$ cat src/rtl/sw_io_pkg.sv
`default_nettype none
// ============================================================================
// Module      : sw_io_pkg
// Description : Shared types and constants for the switch debounce / register
//               window block: debounce FSM state encoding, register addresses
//               and read-data width.
// Revision    : 1.0 - initial release
// ============================================================================
package sw_io_pkg;

  // Debounce FSM state, explicitly one bit wide.
  typedef enum logic {
    IDLE  = 1'b0,
    COUNT = 1'b1
  } deb_state_t;

  // Register window addresses.
  localparam logic [1:0] ADDR_STABLE = 2'd0;
  localparam logic [1:0] ADDR_CHG    = 2'd1;
  localparam logic [1:0] ADDR_STAT   = 2'd2;
  localparam logic [1:0] ADDR_IRQEN  = 2'd3;

  // Read/write data bus width.
  localparam int RD_W = 16;

endpackage : sw_io_pkg
`default_nettype wire

$ cat src/rtl/sw_debounce_io_sync2.sv
`default_nettype none
// ============================================================================
// Module      : sync2
// Description : Parameterised-width two-flop synchroniser for signals that are
//               asynchronous to clk.
// Ports       : clk   - destination clock
//               rst_n - asynchronous active-low reset
//               d     - asynchronous input vector
//               q     - synchronised output (second flop stage)
// Revision    : 1.0 - initial release
// ============================================================================
module sync2 #(
  parameter int WIDTH = 1
) (
  input  logic             clk,
  input  logic             rst_n,
  input  logic [WIDTH-1:0] d,
  output logic [WIDTH-1:0] q
);

  logic [WIDTH-1:0] meta_d, meta_q;
  logic [WIDTH-1:0] sync_d, sync_q;

  always_comb begin
    meta_d = d;
    sync_d = meta_q;
  end

  always_ff @(posedge clk or negedge rst_n) begin
    if (!rst_n) begin
      meta_q <= '0;
      sync_q <= '0;
    end else begin
      meta_q <= meta_d;
      sync_q <= sync_d;
    end
  end

  assign q = sync_q;

endmodule : sync2
`default_nettype wire

$ cat src/rtl/sw_debounce_io.sv
`default_nettype none
// ============================================================================
// Module      : sw_debounce_io
// Description : Synchronises and debounces raw board switches using a single
//               shared debounce counter, and exposes a small register window
//               (stable value, sticky W1C change flags, status, IRQ enable).
// Ports       : clk        - system clock
//               rst_n      - asynchronous active-low reset
//               sw_raw     - raw switch inputs, asynchronous to clk
//               sw_stable  - debounced switch vector
//               sw_changed - one-cycle pulse coincident with a sw_stable update
//               irq        - |(chg_flags & irq_en)
//               addr       - register select
//               rd_en      - read strobe (rd_data valid next cycle)
//               rd_data    - registered read data, holds between reads
//               wr_en      - write strobe
//               wr_data    - write data
// Revision    : 1.0 - initial release
// ============================================================================
module sw_debounce_io
  import sw_io_pkg::*;
#(
  parameter int WIDTH           = 10,
  parameter int DEBOUNCE_CYCLES = 16,
  parameter int CNT_W           = $clog2(DEBOUNCE_CYCLES)
) (
  input  logic             clk,
  input  logic             rst_n,
  input  logic [WIDTH-1:0] sw_raw,
  output logic [WIDTH-1:0] sw_stable,
  output logic             sw_changed,
  output logic             irq,
  input  logic [1:0]       addr,
  input  logic             rd_en,
  output logic [RD_W-1:0]  rd_data,
  input  logic             wr_en,
  input  logic [RD_W-1:0]  wr_data
);

  localparam logic [CNT_W-1:0] CNT_MAX = CNT_W'(DEBOUNCE_CYCLES - 1);

  logic [WIDTH-1:0] sync_q;

  deb_state_t       state_d, state_q;
  logic [WIDTH-1:0] snap_d, snap_q;
  logic [CNT_W-1:0] cnt_d, cnt_q;
  logic [WIDTH-1:0] sw_stable_d, sw_stable_q;
  logic             sw_changed_d, sw_changed_q;
  logic [WIDTH-1:0] chg_flags_d, chg_flags_q;
  logic [WIDTH-1:0] irq_en_d, irq_en_q;
  logic [RD_W-1:0]  rd_data_d, rd_data_q;
  logic             accept;
  logic             irq_int;

  // Bits of wr_data above the switch width carry no meaning.
  if (WIDTH < RD_W) begin : g_wr_hi
    logic unused_wr_hi;
    assign unused_wr_hi = ^wr_data[RD_W-1:WIDTH];
  end

  sync2 #(
    .WIDTH (WIDTH)
  ) u_sync2 (
    .clk   (clk),
    .rst_n (rst_n),
    .d     (sw_raw),
    .q     (sync_q)
  );

  // Debounce FSM: a candidate vector is captured in snap and must stay
  // unchanged for DEBOUNCE_CYCLES consecutive samples before acceptance.
  // Any difference restarts the window.
  always_comb begin
    state_d      = state_q;
    snap_d       = snap_q;
    cnt_d        = cnt_q;
    sw_stable_d  = sw_stable_q;
    sw_changed_d = 1'b0;
    accept       = 1'b0;
    case (state_q)
      IDLE: begin
        if (sync_q != sw_stable_q) begin
          state_d = COUNT;
          snap_d  = sync_q;
          cnt_d   = '0;
        end
      end
      COUNT: begin
        if (sync_q != snap_q) begin
          snap_d = sync_q;
          cnt_d  = '0;
          // Input bounced all the way back to the accepted value.
          if (sync_q == sw_stable_q) begin
            state_d = IDLE;
          end
        end else if (cnt_q == CNT_MAX) begin
          sw_stable_d  = snap_q;
          sw_changed_d = 1'b1;
          accept       = 1'b1;
          state_d      = IDLE;
        end else begin
          cnt_d = cnt_q + 1'b1;
        end
      end
      default: begin
        state_d = IDLE;
      end
    endcase
  end

  // Register window. Clear is applied before set so a flag raised by an
  // acceptance in the same cycle as its W1C survives.
  always_comb begin
    chg_flags_d = chg_flags_q;
    irq_en_d    = irq_en_q;
    rd_data_d   = rd_data_q;

    if (wr_en && (addr == ADDR_CHG)) begin
      chg_flags_d = chg_flags_q & ~wr_data[WIDTH-1:0];
    end
    if (accept) begin
      chg_flags_d = chg_flags_d | (sw_stable_q ^ snap_q);
    end
    if (wr_en && (addr == ADDR_IRQEN)) begin
      irq_en_d = wr_data[WIDTH-1:0];
    end

    // Reads sample current register contents, so a same-cycle write to the
    // same address is not yet visible.
    if (rd_en) begin
      case (addr)
        ADDR_STABLE: rd_data_d = RD_W'(sw_stable_q);
        ADDR_CHG:    rd_data_d = RD_W'(chg_flags_q);
        ADDR_STAT:   rd_data_d = RD_W'({state_q == COUNT, irq_int});
        ADDR_IRQEN:  rd_data_d = RD_W'(irq_en_q);
        default:     rd_data_d = '0;
      endcase
    end
  end

  always_ff @(posedge clk or negedge rst_n) begin
    if (!rst_n) begin
      state_q      <= IDLE;
      snap_q       <= '0;
      cnt_q        <= '0;
      sw_stable_q  <= '0;
      sw_changed_q <= 1'b0;
      chg_flags_q  <= '0;
      irq_en_q     <= '0;
      rd_data_q    <= '0;
    end else begin
      state_q      <= state_d;
      snap_q       <= snap_d;
      cnt_q        <= cnt_d;
      sw_stable_q  <= sw_stable_d;
      sw_changed_q <= sw_changed_d;
      chg_flags_q  <= chg_flags_d;
      irq_en_q     <= irq_en_d;
      rd_data_q    <= rd_data_d;
    end
  end

  assign irq_int    = |(chg_flags_q & irq_en_q);
  assign irq        = irq_int;
  assign sw_stable  = sw_stable_q;
  assign sw_changed = sw_changed_q;
  assign rd_data    = rd_data_q;

endmodule : sw_debounce_io
`default_nettype wire

$ cat config.mk
export PLATFORM = sky130hd
export DESIGN_NAME = sw_debounce_io
export DESIGN_NICKNAME = d
export VERILOG_FILES = /design/src/rtl/sw_io_pkg.sv /design/src/rtl/sw_debounce_io_sync2.sv /design/src/rtl/sw_debounce_io.sv
export SDC_FILE = /design/constraint.sdc
export NUM_CORES = 1
export LEC_CHECK = 0
export BUFFER_PORTS_ARGS = -buffer_cell sky130_fd_sc_hd__buf_2
export CAP_MARGIN = 20
export CORE_MARGIN = 8
export CORE_UTILIZATION = 50
export DETAILED_ROUTE_END_ITERATION = 7
export PLACE_DENSITY = 0.7
export SLEW_MARGIN = 15
export SYNTH_ARGS = -nofsm -noshare
export SYNTH_HDL_FRONTEND = slang
export SYNTH_HIERARCHICAL = 1
export SYNTH_SLANG_ARGS = --single-unit
export TNS_END_PERCENT = 50
$ cat constraint.sdc
create_clock -name clk -period 5.6 [get_ports clk]
set_input_delay 0.28 -clock clk [delete_from_list [all_inputs] [get_ports clk]]
set_output_delay 0.28 -clock clk [all_outputs]
set_load 0.03 [all_outputs]
# After elaboration in Yosys (flattened, before gate mapping)
# Index checks and enable logic that the tools add are counted.
[word_totals]
regBits = 82
input_bits = 32
out_inout_bits = 28
word_cells = 53
[op_classes]
addsub = 1
eq_ne = 10
muxes = 18
bitwise = 7
n_reduce_logical = 7
[ops]
columns = ["operator", "n"]
rows = [
  ["$pmux 16 s4", 1],
  ["$mux 10", 4],
  ["$and 10x10->10", 2],
  ["$ne 10x10->1", 2],
  ["$pmux 10 s2", 1],
  ["$mux 4", 3],
  ["$eq 10x10->1", 1],
  ["$not 10->10", 1],
  ["$or 10x10->10", 1],
  ["$reduce_or 10->1", 1],
  ["$xor 10x10->10", 1],
  ["$pmux 4 s2", 1],
  ["$mux 1", 7],
  ["$add 4x1->4 const B", 1],
  ["$eq 2x2->1 const B", 2],
  ["$eq 4x4->1 const B", 1],
  ["$reduce_and 2->1", 2],
  ["$ne 3x3->1 const B", 1],
  ["$reduce_and 3->1", 1],
  ["$eq 2x1->1 const B", 1],
  ["$logic_and 1x1->1", 2],
  ["$logic_not 2->1", 1],
  ["$ne 2x1->1 const B", 1],
  ["$ne 2x2->1 const B", 1],
  ["2 further kinds", 3],
]

# Logic depth before layout (Yosys ltp)
[depth]
word_depth = 5
depth_mapped = 6
mapped_depth_nobuf = 5

# Cells and area by module
# Netlist, hierarchy kept.
[modules_own_cells]
columns = ["mod", "n_inst", "cells_per_inst", "area_each_um2"]
rows = [
  ["sw_debounce_io", 1, 250, 2811.4],
  ["sync2", 1, 20, 500.5],
]

# Worst setup path before layout
# No wires, ideal clock.
[synth_timing]
path_kind = "register -> register"
startpoint = "register chg_flags_q[9]"
endpoint = "register rd_data_q[0] (netlist: rd_data[0])"
setup_ns = 0.125
arrival_time_ns = 1.910
t_required_ns = 5.475
slack_ns = 3.565
path_stages_with_launch = 6
n_path_buf = 0
period_less_slack_ns = 2.035
path_cell_list = "dfrtp_1 -> a22o_1 -> a221oi_2 -> nand4_1 -> mux4_2 -> mux2_2"
[synth_via]
elab_chain_len = 3
[synth_rtl]
columns = ["element", "line", "rtl"]
rows = [
  ["start, declared", "sw_debounce_io.sv:49", "logic [WIDTH-1:0] chg_flags_d, chg_flags_q;"],
  ["start signal, assigned", "sw_debounce_io.sv:157", "chg_flags_q <= chg_flags_d;"],
  ["$and 10x10->10", "sw_debounce_io.sv:163", "assign irq_int = |(chg_flags_q & irq_en_q);"],
  ["$reduce_or 10->1", "sw_debounce_io.sv:163", ""],
  ["via irq", "sw_debounce_io.sv:32", "output logic irq,"],
  ["$pmux 16 s4", "sw_debounce_io.sv:131", "case (addr)"],
  ["end signal, assigned", "sw_debounce_io.sv:159", "rd_data_q <= rd_data_d;"],
  ["end, declared", "sw_debounce_io.sv:51", "logic [RD_W-1:0] rd_data_d, rd_data_q;"],
]
# The timed path passes the listed nets, and every way through them passes these cells. The select of a mux whose other input is x is not followed.
# A chain may end at the register's enable or synchronous reset.

# Worst setup path in the final report
[layout_timing]
startpoint = "register snap_q[2]"
endpoint = "register sw_stable_q[2] (netlist: sw_stable[2])"
[layout_via]
elab_chain_len = 3
[layout_rtl]
columns = ["element", "line", "rtl"]
rows = [
  ["start, declared", "sw_debounce_io.sv:45", "logic [WIDTH-1:0] snap_d, snap_q;"],
  ["start signal, assigned", "sw_debounce_io.sv:153", "snap_q <= snap_d;"],
  ["$ne 10x10->1", "sw_debounce_io.sv:89", "if (sync_q != snap_q) begin"],
  ["$not 1->1 (no line)", "--", ""],
  ["$reduce_and 3->1 (no line)", "--", ""],
  ["end signal, assigned", "sw_debounce_io.sv:155", "sw_stable_q <= sw_stable_d;"],
  ["end, declared", "sw_debounce_io.sv:47", "logic [WIDTH-1:0] sw_stable_d, sw_stable_q;"],
]
# Several ways; a longest one is shown, not always the timed one.

==> flow_summary.toml <==
[power]
p_per_area_nw_per_um2 = 302.7
swShare_pct = 25.65
p_seq_share_pct = 54.1
clkPwrFrac_pct = 34.2
p_int_mw = 0.8474
finalPower_mw = 1.140
pwr-share-comb_pct = 11.7
peakVddDrop_v = 0.0001779
power_leakage_nw = 1.749
p_sw_mw = 0.2923

[final_layout]
syn_to_final_growth_pct = 13.68
n_antenna_cell = 0
multi_input_area_um2 = 1338
final_area_um2 = 3765
post-route-util_pct = 58.95
regArea_um2 = 1902
fillers = 546
drive_above_1_share_pct = 27.24
final_nets = 352

[hold_path]
hold_path.class = "in2reg"
worstHoldPathCells = 1
min_from = "sw_raw[4]"
min_to = "u_sync2/meta_q[4]"

[drt]
post-route-drc-count = 0
vias_per_cell = 5.150
ant_nets = 0
met3_length_um = 287
drt_iter0_drc = 84
wl_per_cell_um = 15.27
dr.pass1.iters = 4
wl_met2_mm = 2.699
wl_met1_mm = 2.947
vias = 2060
highest_layer = "met4"
totalWireLength_mm = 6.107

[yosys]
syn-instance-count = 270
synth-seq-cells = 76
synth_area_per_cell_um2 = 12.27
yosys_warnings = 6
yosysUniqueCellTypes = 34
yosysSeqAreaShare_pct = 57.42
yosys-top-cells-count = "dfrtp_1, nand2_1, mux2_2, nor2_1, xnor2_1"
synth_flop_cell = "dfrtp_1"
synth.most_common_cell = "dfrtp_1"
synth_edf_count = 0
async_flop_share_pct = 100.0
netlist_area_um2 = 3312
synth_area_leader_cell = "dfrtp_1"
synth_top_area_share_pct = 57.42
yosys-top-cells-area = "dfrtp_1, mux2_2, xnor2_1"

[critical_path]
crit_chain = "xnor2_1, nand4_1, nor4_4, mux2_2"
critical_path_class = "reg2reg"
crit_family = "simple AND/OR/NAND/NOR gates"
reg2regPathDepth = 4
worstPathRequired_ps = 5830
cp_max_fo = 14
r2r_end = "sw_stable[2]"
slowest_delay_ps = 830
r2r_slack_ps = 3330
worst-path-buf-inv = 0
cp_slowest_cell = "nor4_4"
end_kind = "flop"
cp.arrival_ps = 2500
startpoint_type = "flop"
r2r_start = "snap_q[2]"

[clocking]
cts_resized = 0
worstSkewPairLatency_ps = 340
h-tree-depth = 3
cts_buffers = 9
cts_tree = "yes"
cts_hold_buf = 0
ctsRootBufferMaster = "clkbuf_8"
post_cts_buffers = 0
path_clk_slew_ps = 70
cts.sink_count = 76
clockBufferDepth = 2

[placed_design]
placed_area_um2 = 3577
globalplace.congestion = 0.7785
io_buffers = 47
hpwl_mm = 4.385
post-place-ws_ps = 3360

[global_route]
grt_pass1_vias = 2172
grt_util_all_layers_pct = 13.96
grt_pass1_wl_mm = 10.81
antenna_found_initial = 0
grt_max_degree = 77
grt-ovfl-total = 0

[floorplan]
initial_utilization_pct = 51.86
die_w_um = 97.39
coreArea_um2 = 6386
io_pins = 60
die_area_um2 = 9484
row_count = 29
die_y_um = 97.39

[timing]
tightest_slew_ps = 944.6
setup_tns_ps = 0
fmax_ghz = 0.4412
min_period_over_period_pct = 40.47
timing.final.hold_violations = 0
max_slew_margin_pct = 36.56
slew_viol_final = 0
period_minus_slack_ps = 2266
finClkSkew_ps = 6.770
timing.final.ws_setup_ps = 3334
final-setup-viol-count = 0
rsz0062_at_grt = "false"

[status]
status = "finished clean"

[run]
maxCapViolCount = 0
-- sequential cells by signal, summed over array words and instances, names as in the netlist --
name / count
chg_flags_q: 10
cnt_q: 4
irq_en_q: 10
rd_data: 10
snap_q: 10
state_q: 1
sw_changed: 1
sw_stable: 10
u_sync2/meta_q: 10
u_sync2/q: 10
-- metal layers --
layer	track usage (%)	up-vias
met5	0	-
met4	8.275	0
met3	3.912	13
met2	20.49	53
met1	17.90	971
li1	-	1023
-- layout make-up --
class                   instances  share of cell area [%]
inverters                       1                 0.09970
multi-input cells             184                   35.53
clock buffers                  14                   4.852
flip-flops and latches         76                   50.52
clock inverters                 1                  0.1329
well taps                      77                   2.559
repair buffers                 47                   6.314
-- stage by stage --
step,hold slack [ps],std cells
3_3_place_gp,333.5,385
6_report,41.87,400
2_1_floorplan,-15.59,275
4_1_cts,19.37,400
5_1_grt,15.48,400
3_5_place_dp,334.7,385
-- worst max path at each step --
stage	start	endpoint	slack, ps	cells after the start
2_1_floorplan	chg_flags_q[9]	rd_data[0]	3570	5
3_3_place_gp	snap_q[9]	sw_stable[0]	3380	4
3_5_place_dp	snap_q[9]	sw_stable[0]	3360	4
4_1_cts	snap_q[9]	sw_stable[0]	3300	4
5_1_grt	sw_stable[3]	snap_q[3]	3180	5
6_report	snap_q[2]	sw_stable[2]	3330	4
-- cell usage in the layout, fill, tap and decap left out, types with 2 or more instances in the layout --
cell | synthesis | layout
a21oi_1 | 18 | 18
nand4_1 | 5 | 5
mux2_1 | 11 | 11
nand3_1 | 6 | 6
clkbuf_8 | 0 | 13
xnor2_1 | 19 | 19
nor2_1 | 21 | 21
mux2i_1 | 8 | 8
nor4_4 | 2 | 2
dfrtp_1 | 76 | 76
mux2_2 | 21 | 21
buf_2 | 1 | 46
a22oi_1 | 3 | 3
o21ai_1 | 10 | 10
xor2_1 | 11 | 11
mux4_2 | 2 | 2
nor4_1 | 2 | 2
o21ai_0 | 4 | 4
conb_1 | 1 | 6
nand2_1 | 24 | 24
-- worst register-to-register path: stages (launching register included) --
cell and delay (ps):
dfrtp_1 430, xnor2_1 260, nand4_1 230, nor4_4 830, mux2_2 420
-- power by group through the flow --
stage	logic (mW)	registers (mW)	clock network (mW)
after CTS	0.136	0.616	0.405
after global routing	0.149	0.621	0.432
after global placement	0.133	0.625	0
after floorplan	0.0755	0.641	0
final	0.133	0.616	0.390
after detailed placement	0.135	0.627	0
-- cells by family after synthesis --
logic type	count (synthesis)	share of synthesized area [%]
AOI/OAI and AO/OA	39	6.725
xor gates and xnor gates	30	7.933
adders and majority gates	1	0.3777
buffers and inverters	15	2.758
DFF	76	57.42
muxes	42	14.66
other	1	0.1132
and+or+nand+nor	66	10.01
(Power assumes the default switching activity.)
